File: src/rtl/chess_pkg.sv
// Shared constants, direction codes, offset tables and FSM encoding for the
// chess move generator blocks.
package chess_pkg;

    localparam int PIECE_W = 4;
    localparam int EMPTY   = 0;

    localparam logic [2:0] UPLEFTLEFT     = 3'd0;
    localparam logic [2:0] UPUPLEFT       = 3'd1;
    localparam logic [2:0] UPUPRIGHT      = 3'd2;
    localparam logic [2:0] UPRIGHTRIGHT   = 3'd3;
    localparam logic [2:0] DOWNRIGHTRIGHT = 3'd4;
    localparam logic [2:0] DOWNDOWNRIGHT  = 3'd5;
    localparam logic [2:0] DOWNDOWNLEFT   = 3'd6;
    localparam logic [2:0] LEFTLEFTDOWN   = 3'd7;

    localparam logic [2:0] N  = 3'd0;
    localparam logic [2:0] NE = 3'd1;
    localparam logic [2:0] E  = 3'd2;
    localparam logic [2:0] SE = 3'd3;
    localparam logic [2:0] S  = 3'd4;
    localparam logic [2:0] SW = 3'd5;
    localparam logic [2:0] W  = 3'd6;
    localparam logic [2:0] NW = 3'd7;

    typedef enum logic [1:0] {IDLE, STEP, DONE} scan_state_t;

    function automatic logic signed [2:0] knight_dcol(input logic [2:0] dir);
        case (dir)
            UPLEFTLEFT, LEFTLEFTDOWN:       return -3'sd2;
            UPUPLEFT, DOWNDOWNLEFT:         return -3'sd1;
            UPUPRIGHT, DOWNDOWNRIGHT:       return 3'sd1;
            default:                        return 3'sd2;
        endcase
    endfunction

    function automatic logic signed [2:0] knight_drow(input logic [2:0] dir);
        case (dir)
            UPUPLEFT, UPUPRIGHT:            return -3'sd2;
            UPLEFTLEFT, UPRIGHTRIGHT:       return -3'sd1;
            DOWNRIGHTRIGHT, LEFTLEFTDOWN:   return 3'sd1;
            default:                        return 3'sd2;
        endcase
    endfunction

    function automatic logic signed [2:0] slide_dcol(input logic [2:0] dir);
        case (dir)
            NE, E, SE:                      return 3'sd1;
            SW, W, NW:                      return -3'sd1;
            default:                        return 3'sd0;
        endcase
    endfunction

    function automatic logic signed [2:0] slide_drow(input logic [2:0] dir);
        case (dir)
            NW, N, NE:                      return -3'sd1;
            SE, S, SW:                      return 3'sd1;
            default:                        return 3'sd0;
        endcase
    endfunction

endpackage

File: src/rtl/board_cell_mux.sv
// Selects the piece code of one square from a packed board.
module board_cell_mux #(
    parameter int BOARD_DIM = 8,
    parameter int PIECE_W   = 4,
    localparam int POS_W    = 2 * $clog2(BOARD_DIM)
) (
    input  logic [POS_W-1:0]                       square,
    input  logic [BOARD_DIM*BOARD_DIM*PIECE_W-1:0] board,
    output logic [PIECE_W-1:0]                     piece
);

    assign piece = board[square*PIECE_W +: PIECE_W];

endmodule

File: src/rtl/move_ray_scanner.sv
// Walks a captured board from a start square along a knight jump or a
// sliding ray, one square per clock, and reports the nearest occupied square.
module move_ray_scanner #(
    parameter int BOARD_DIM = 8,
    parameter int PIECE_W   = 4,
    localparam int LOG_DIM  = $clog2(BOARD_DIM),
    localparam int POS_W    = 2 * LOG_DIM,
    localparam int STEP_W   = LOG_DIM + 1,
    localparam int CW       = LOG_DIM + 1
) (
    input  logic                                   clk,
    input  logic                                   rst_n,
    input  logic                                   start,
    input  logic                                   mode,
    input  logic [2:0]                             direction,
    input  logic [POS_W-1:0]                       currentPosition,
    input  logic [BOARD_DIM*BOARD_DIM*PIECE_W-1:0] bigBoard,
    output logic                                   busy,
    output logic                                   done,
    output logic                                   found,
    output logic [POS_W-1:0]                       nearestPosition,
    output logic [PIECE_W-1:0]                     nearestPiece,
    output logic [STEP_W-1:0]                      steps
);
    import chess_pkg::*;

    scan_state_t                            state;
    logic [LOG_DIM-1:0]                     cur_col;
    logic [LOG_DIM-1:0]                     cur_row;
    logic [2:0]                             dir_q;
    logic                                   mode_q;
    logic [BOARD_DIM*BOARD_DIM*PIECE_W-1:0] board_q;

    logic signed [2:0]    dcol;
    logic signed [2:0]    drow;
    logic signed [CW-1:0] next_col;
    logic signed [CW-1:0] next_row;
    logic                 off_board;
    logic [POS_W-1:0]     next_idx;
    logic [PIECE_W-1:0]   next_piece;

    // Col/row are one bit wider than needed, so every off-board target
    // (below 0 or at/above BOARD_DIM) lands with its sign bit set.
    always_comb begin
        dcol      = mode_q ? slide_dcol(dir_q) : knight_dcol(dir_q);
        drow      = mode_q ? slide_drow(dir_q) : knight_drow(dir_q);
        next_col  = $signed({1'b0, cur_col}) + CW'(dcol);
        next_row  = $signed({1'b0, cur_row}) + CW'(drow);
        off_board = next_col[CW-1] | next_row[CW-1];
        next_idx  = {next_row[LOG_DIM-1:0], next_col[LOG_DIM-1:0]};
    end

    board_cell_mux #(
        .BOARD_DIM(BOARD_DIM),
        .PIECE_W  (PIECE_W)
    ) u_cell_mux (
        .square(next_idx),
        .board (board_q),
        .piece (next_piece)
    );

    always_ff @(posedge clk or negedge rst_n) begin
        if (!rst_n) begin
            state           <= IDLE;
            cur_col         <= '0;
            cur_row         <= '0;
            dir_q           <= '0;
            mode_q          <= 1'b0;
            board_q         <= '0;
            busy            <= 1'b0;
            done            <= 1'b0;
            found           <= 1'b0;
            nearestPosition <= '0;
            nearestPiece    <= '0;
            steps           <= '0;
        end else begin
            case (state)
                IDLE: begin
                    if (start) begin
                        cur_col <= currentPosition[LOG_DIM-1:0];
                        cur_row <= currentPosition[POS_W-1:LOG_DIM];
                        dir_q   <= direction;
                        mode_q  <= mode;
                        board_q <= bigBoard;
                        steps   <= '0;
                        busy    <= 1'b1;
                        state   <= STEP;
                    end
                end
                STEP: begin
                    if (off_board) begin
                        found           <= 1'b0;
                        nearestPosition <= {cur_row, cur_col};
                        nearestPiece    <= '0;
                        busy            <= 1'b0;
                        done            <= 1'b1;
                        state           <= DONE;
                    end else if (next_piece != PIECE_W'(EMPTY)) begin
                        found           <= 1'b1;
                        nearestPosition <= next_idx;
                        nearestPiece    <= next_piece;
                        steps           <= steps + STEP_W'(1);
                        busy            <= 1'b0;
                        done            <= 1'b1;
                        state           <= DONE;
                    end else if (!mode_q) begin
                        found           <= 1'b0;
                        nearestPosition <= next_idx;
                        nearestPiece    <= '0;
                        steps           <= STEP_W'(1);
                        busy            <= 1'b0;
                        done            <= 1'b1;
                        state           <= DONE;
                    end else begin
                        cur_col <= next_col[LOG_DIM-1:0];
                        cur_row <= next_row[LOG_DIM-1:0];
                        steps   <= steps + STEP_W'(1);
                    end
                end
                default: begin
                    done  <= 1'b0;
                    state <= IDLE;
                end
            endcase
        end
    end

endmodule

File: config.mk
export PLATFORM = sky130hd
export DESIGN_NAME = move_ray_scanner
export DESIGN_NICKNAME = d
export VERILOG_FILES = /design/src/rtl/chess_pkg.sv /design/src/rtl/board_cell_mux.sv /design/src/rtl/move_ray_scanner.sv
export SDC_FILE = /design/constraint.sdc
export NUM_CORES = 1
export LEC_CHECK = 0
export CORE_MARGIN = 2
export CORE_UTILIZATION = 50
export DETAILED_ROUTE_END_ITERATION = 8
export GPL_TIMING_DRIVEN = 0
export PLACE_DENSITY_LB_ADDON = 0.2
export SYNTH_ARGS = -nofsm -noshare
export SYNTH_HDL_FRONTEND = slang
export SYNTH_SLANG_ARGS = --single-unit
File: constraint.sdc
create_clock -name clk -period 6.3 [get_ports clk]
set_clock_uncertainty 0.05 [all_clocks]
set_input_delay 1.89 -clock clk [delete_from_list [all_inputs] [get_ports clk]]
set_output_delay 1.89 -clock clk [all_outputs]
set_load 0.02 [all_outputs]
==> impl_summary.txt <==
----------------------------------------------------
[Clock network]
  Maximum number of buffers from clock root to sink ... 3
  Clock latency reported for the late side of the worst-skew pair ... 0.56 ns
  CTS hold repair buffers ... 0
  Number of H-tree levels ... 1
  Number of clock sinks ... 285
  Total clock buffers created by CTS ... 30
  TritonCTS clock tree ... done
  Master cell of the clock root buffer ... clkbuf_16
  Clock-pin slew reported for the worst setup and hold paths after clock tree synthesis ... 0.06 ns

[Placement]
  Number of I/O port buffers ... 285
  Post-DP HPWL ... 30,100 microns
  Placer's final routability congestion estimate ... 0.922

[Floorplanning]
  Die Outline Area ... 28,200 sq um
  Number of rows created at floorplan ... 60
  Number of top-level pins ... 286
  Core area ... 26,700 sq um
  Effective utilization at floorplan ... 50.4%
  Die Span Y ... 168 microns
  Horiz. Die Dim ... 168 microns

[Routing]
  Overall routed net length ... 40,700 microns
  Final antenna-violating net count ... 0
  Ratio of routed vias to standard cells ... 5.39
  Starting DRT DRC Count ... 996
  Overall via count from detail_route ... 11,500
  DRC violations left ... 0
  Number of optimization iterations in the first detailed-route pass ... 5
  Routed WL per cell ... 19.0 microns

[Logic synthesis]
  Net count after synthesis ... 1,738
  Area of the mapped netlist ... 13,500 sq um
  Post-synthesis sequential element count ... 285
  Sequential fraction of the synthesis area ... 53.0%
  Area leader, netlist ... dfrtp_1
  Async set or reset register ratio after synthesis ... 100%
  Top cells by area in the synthesized netlist ... dfrtp_1 (53%), nand2_1 (23%), mux4_2 (11%)
  Share of Yosys cell area claimed by the top area cell type ... 53.0%
  Dominant register cell in the synthesized netlist ... dfrtp_1
  Synthesized instance count ... 1,459
  Mean instance size in the synthesized netlist ... 9.22 sq um
  Number of enable-type register cells in the synthesized netlist ... 0
  Warnings, synthesis ... 0
  Number of distinct standard cells referenced by the synthesized netlist ... 50

[Critical path]
  Delay-heaviest family, CP ... buffers and inverters
  Worst path buffer plus inverter count ... 7
  Critical path class ... register to register
  Kind of capture point of the worst setup path ... register
  Critical Path AT ... 6.44 ns
  CP Max Fanout ... 17
  CP Data Required Time ... 6.70 ns
  Slowest stage cell, crit path ... clkdlybuf4s15_2
  CP startpoint kind ... register
  Crit path largest cell delay ... 0.54 ns
  Crit-path cells ... clkbuf_1 > inv_1 > ha_1 > o21a_1 > nor2_1 > a21o_1 > inv_1 > fa_1 > buf_2 > clkbuf_4 > clkdlybuf4s15_2 > mux4_2 > mux4_2 > o2111a_1 > a31oi_1 > clkbuf_1 > nand2_1 > a211oi_1
  Register-to-register setup slack ... 0.26 ns

[STA]
  Relative max-transition margin ... 18.4%
  Unrepaired setup endpoints after global routing ... false
  Maximum frequency from static timing analysis ... 0.166 GHz
  Final period demand of the worst path ... 6.04 ns
  Least-Margin Pin Slew ... 1.21 ns
  Final Slew Violations ... 0
  Number of setup violations in the final report ... 0
  Final worst-path cycle share ... 95.8%
  Count of final hold-check violations ... 0
  Sum of negative setup slack ... 0 ns

[Global route]
  Wire length of the first global-routing pass ... 63,500 microns
  Overall routing resource usage ... 29.4%
  Maximum number of pins on one net before global-route repair ... 105
  Number of global-route vias before repair ... 11,700
  Global route total overflow ... 0
  Initial antenna violation count ... 0

[Cells and area]
  Total inserted antenna cells ... 0
  Layout Nets ... 2,058
  Proportion of layout cells with a drive suffix above 1 ... 7.73%
  Area growth syn-to-layout ... 32.2%
  Filler cell count in the final layout ... 2,172
  Combined flip-flop and latch cell area ... 7130 sq um
  Multi-input gate area ... 5890 sq um

[Job]
  Reported max-cap violation count ... 0

[Outcome]
  Status ... complete, no violations

[Min path]
  Min-delay worst type ... register to register

----------------------------------------------------
## flip-flops by register name, indices dropped and copies added (netlist names)
register / count
board_q: 256
done: 1
nearestPosition: 6
found: 1
mode_q: 1
dir_q: 3
nearestPiece: 4
cur_col: 3
steps: 4
state: 2
cur_row: 3
busy: 1
## layout make-up
cell class / count / area share (%)
Clock buffer: 45 / 4.93
Timing Repair Buffer: 290 / 16.5
Inverter: 18 / 0.380
Sequential cell: 285 / 40.1
Clock inverter: 6 / 0.513
Buffer: 87 / 2.07
Tap cell: 341 / 2.40
Multi-Input combinational cell: 1067 / 33.1
## worst min-delay path: cells and delay by family, from the launching register on
family | cells | cell delay, ns
and+or+nand+nor | 2 | 0.10
DFF | 1 | 0.34
## path summary, 6_finish.rpt
path                                         start                       end  cells after the start
setup / recovery              dir_q[2]$_DFFE_PN0P_    cur_col[2]$_DFFE_PN0P_                     18
hold / removal             board_q[37]$_DFFE_PN0P_   board_q[37]$_DFFE_PN0P_                      2
setup reg to reg              dir_q[2]$_DFFE_PN0P_    cur_col[2]$_DFFE_PN0P_                     18
hold reg to reg            board_q[37]$_DFFE_PN0P_   board_q[37]$_DFFE_PN0P_                      2
max in group asynchronous                    rst_n  board_q[122]$_DFFE_PN0P_                      3
min in group asynchronous                    rst_n  board_q[212]$_DFFE_PN0P_                      1
## synth_stat cells, drive strengths merged (12+ instances only)
library cell and count:
mux4 65, nand2 808, buf 17, dfrtp 285
mux2i 17, nand3 14, and3 12, a21oi 18
clkbuf 72, o21ai 14, nor2 29, inv 17
## cells by family after synthesis
| logic type | share of synthesized area (%) |
|---|---|
| AOI/OAI and AO/OA | 3.96 |
| and+or+nand+nor | 25.1 |
| adders and majority gates | 1.04 |
| muxes | 13.1 |
| DFF | 53.0 |
| buffers and inverters | 3.23 |
| xor gates and xnor gates | 0.521 |
## layer usage
layer	vias to the layer above	share of wire, %	global-route usage, %
met5	-	0	0
met4	0	3.5	9.93
met3	94	8.1	4.51
met2	488	47	46.9
met1	5569	42	41.8
li1	5381	-	-
## metrics by stage
step	setup WS (ns)	hold WS, ns	utilization, %	instances	instance area, sq um
floorplan	1.47	0.389	-	1459	13500
global placement	-8.81	0.402	62.6	2085	16700
detailed placement	-0.672	0.408	62.9	2087	16800
CTS	0.0805	0.422	66.6	2140	17800
global route	0.0928	0.435	66.6	2139	17800
finish	0.265	0.419	66.6	2139	17800
## repair_timing
action / in CTS / in global routing
pin swaps: 1 / 0
gates resized for setup: 2 / 1
setup buffers: 3 / 0
endpoints found under the setup margin: 25 / 13
## cell usage in the layout, fill, tap and decap left out, types with 6 or more instances in the layout
cell | Yosys | layout
nand2_1 | 808 | 808
dfrtp_1 | 285 | 285
clkdlybuf4s50_1 | 0 | 284
clkbuf_1 | 72 | 79
mux4_2 | 65 | 65
clkbuf_16 | 0 | 30
nor2_1 | 29 | 29
a21oi_1 | 18 | 18
inv_1 | 17 | 17
mux2i_1 | 17 | 17
o21ai_0 | 14 | 14
nand3_1 | 14 | 14
and3_1 | 12 | 12
mux2_2 | 8 | 8
ha_1 | 8 | 8
nor3_1 | 7 | 7
clkbuf_8 | 0 | 7
buf_4 | 3 | 6
a211oi_1 | 6 | 6
Power is left out: the tool's default activity adds up to more than one toggle a clock period on the data nets, which glitch-free logic cannot reach.
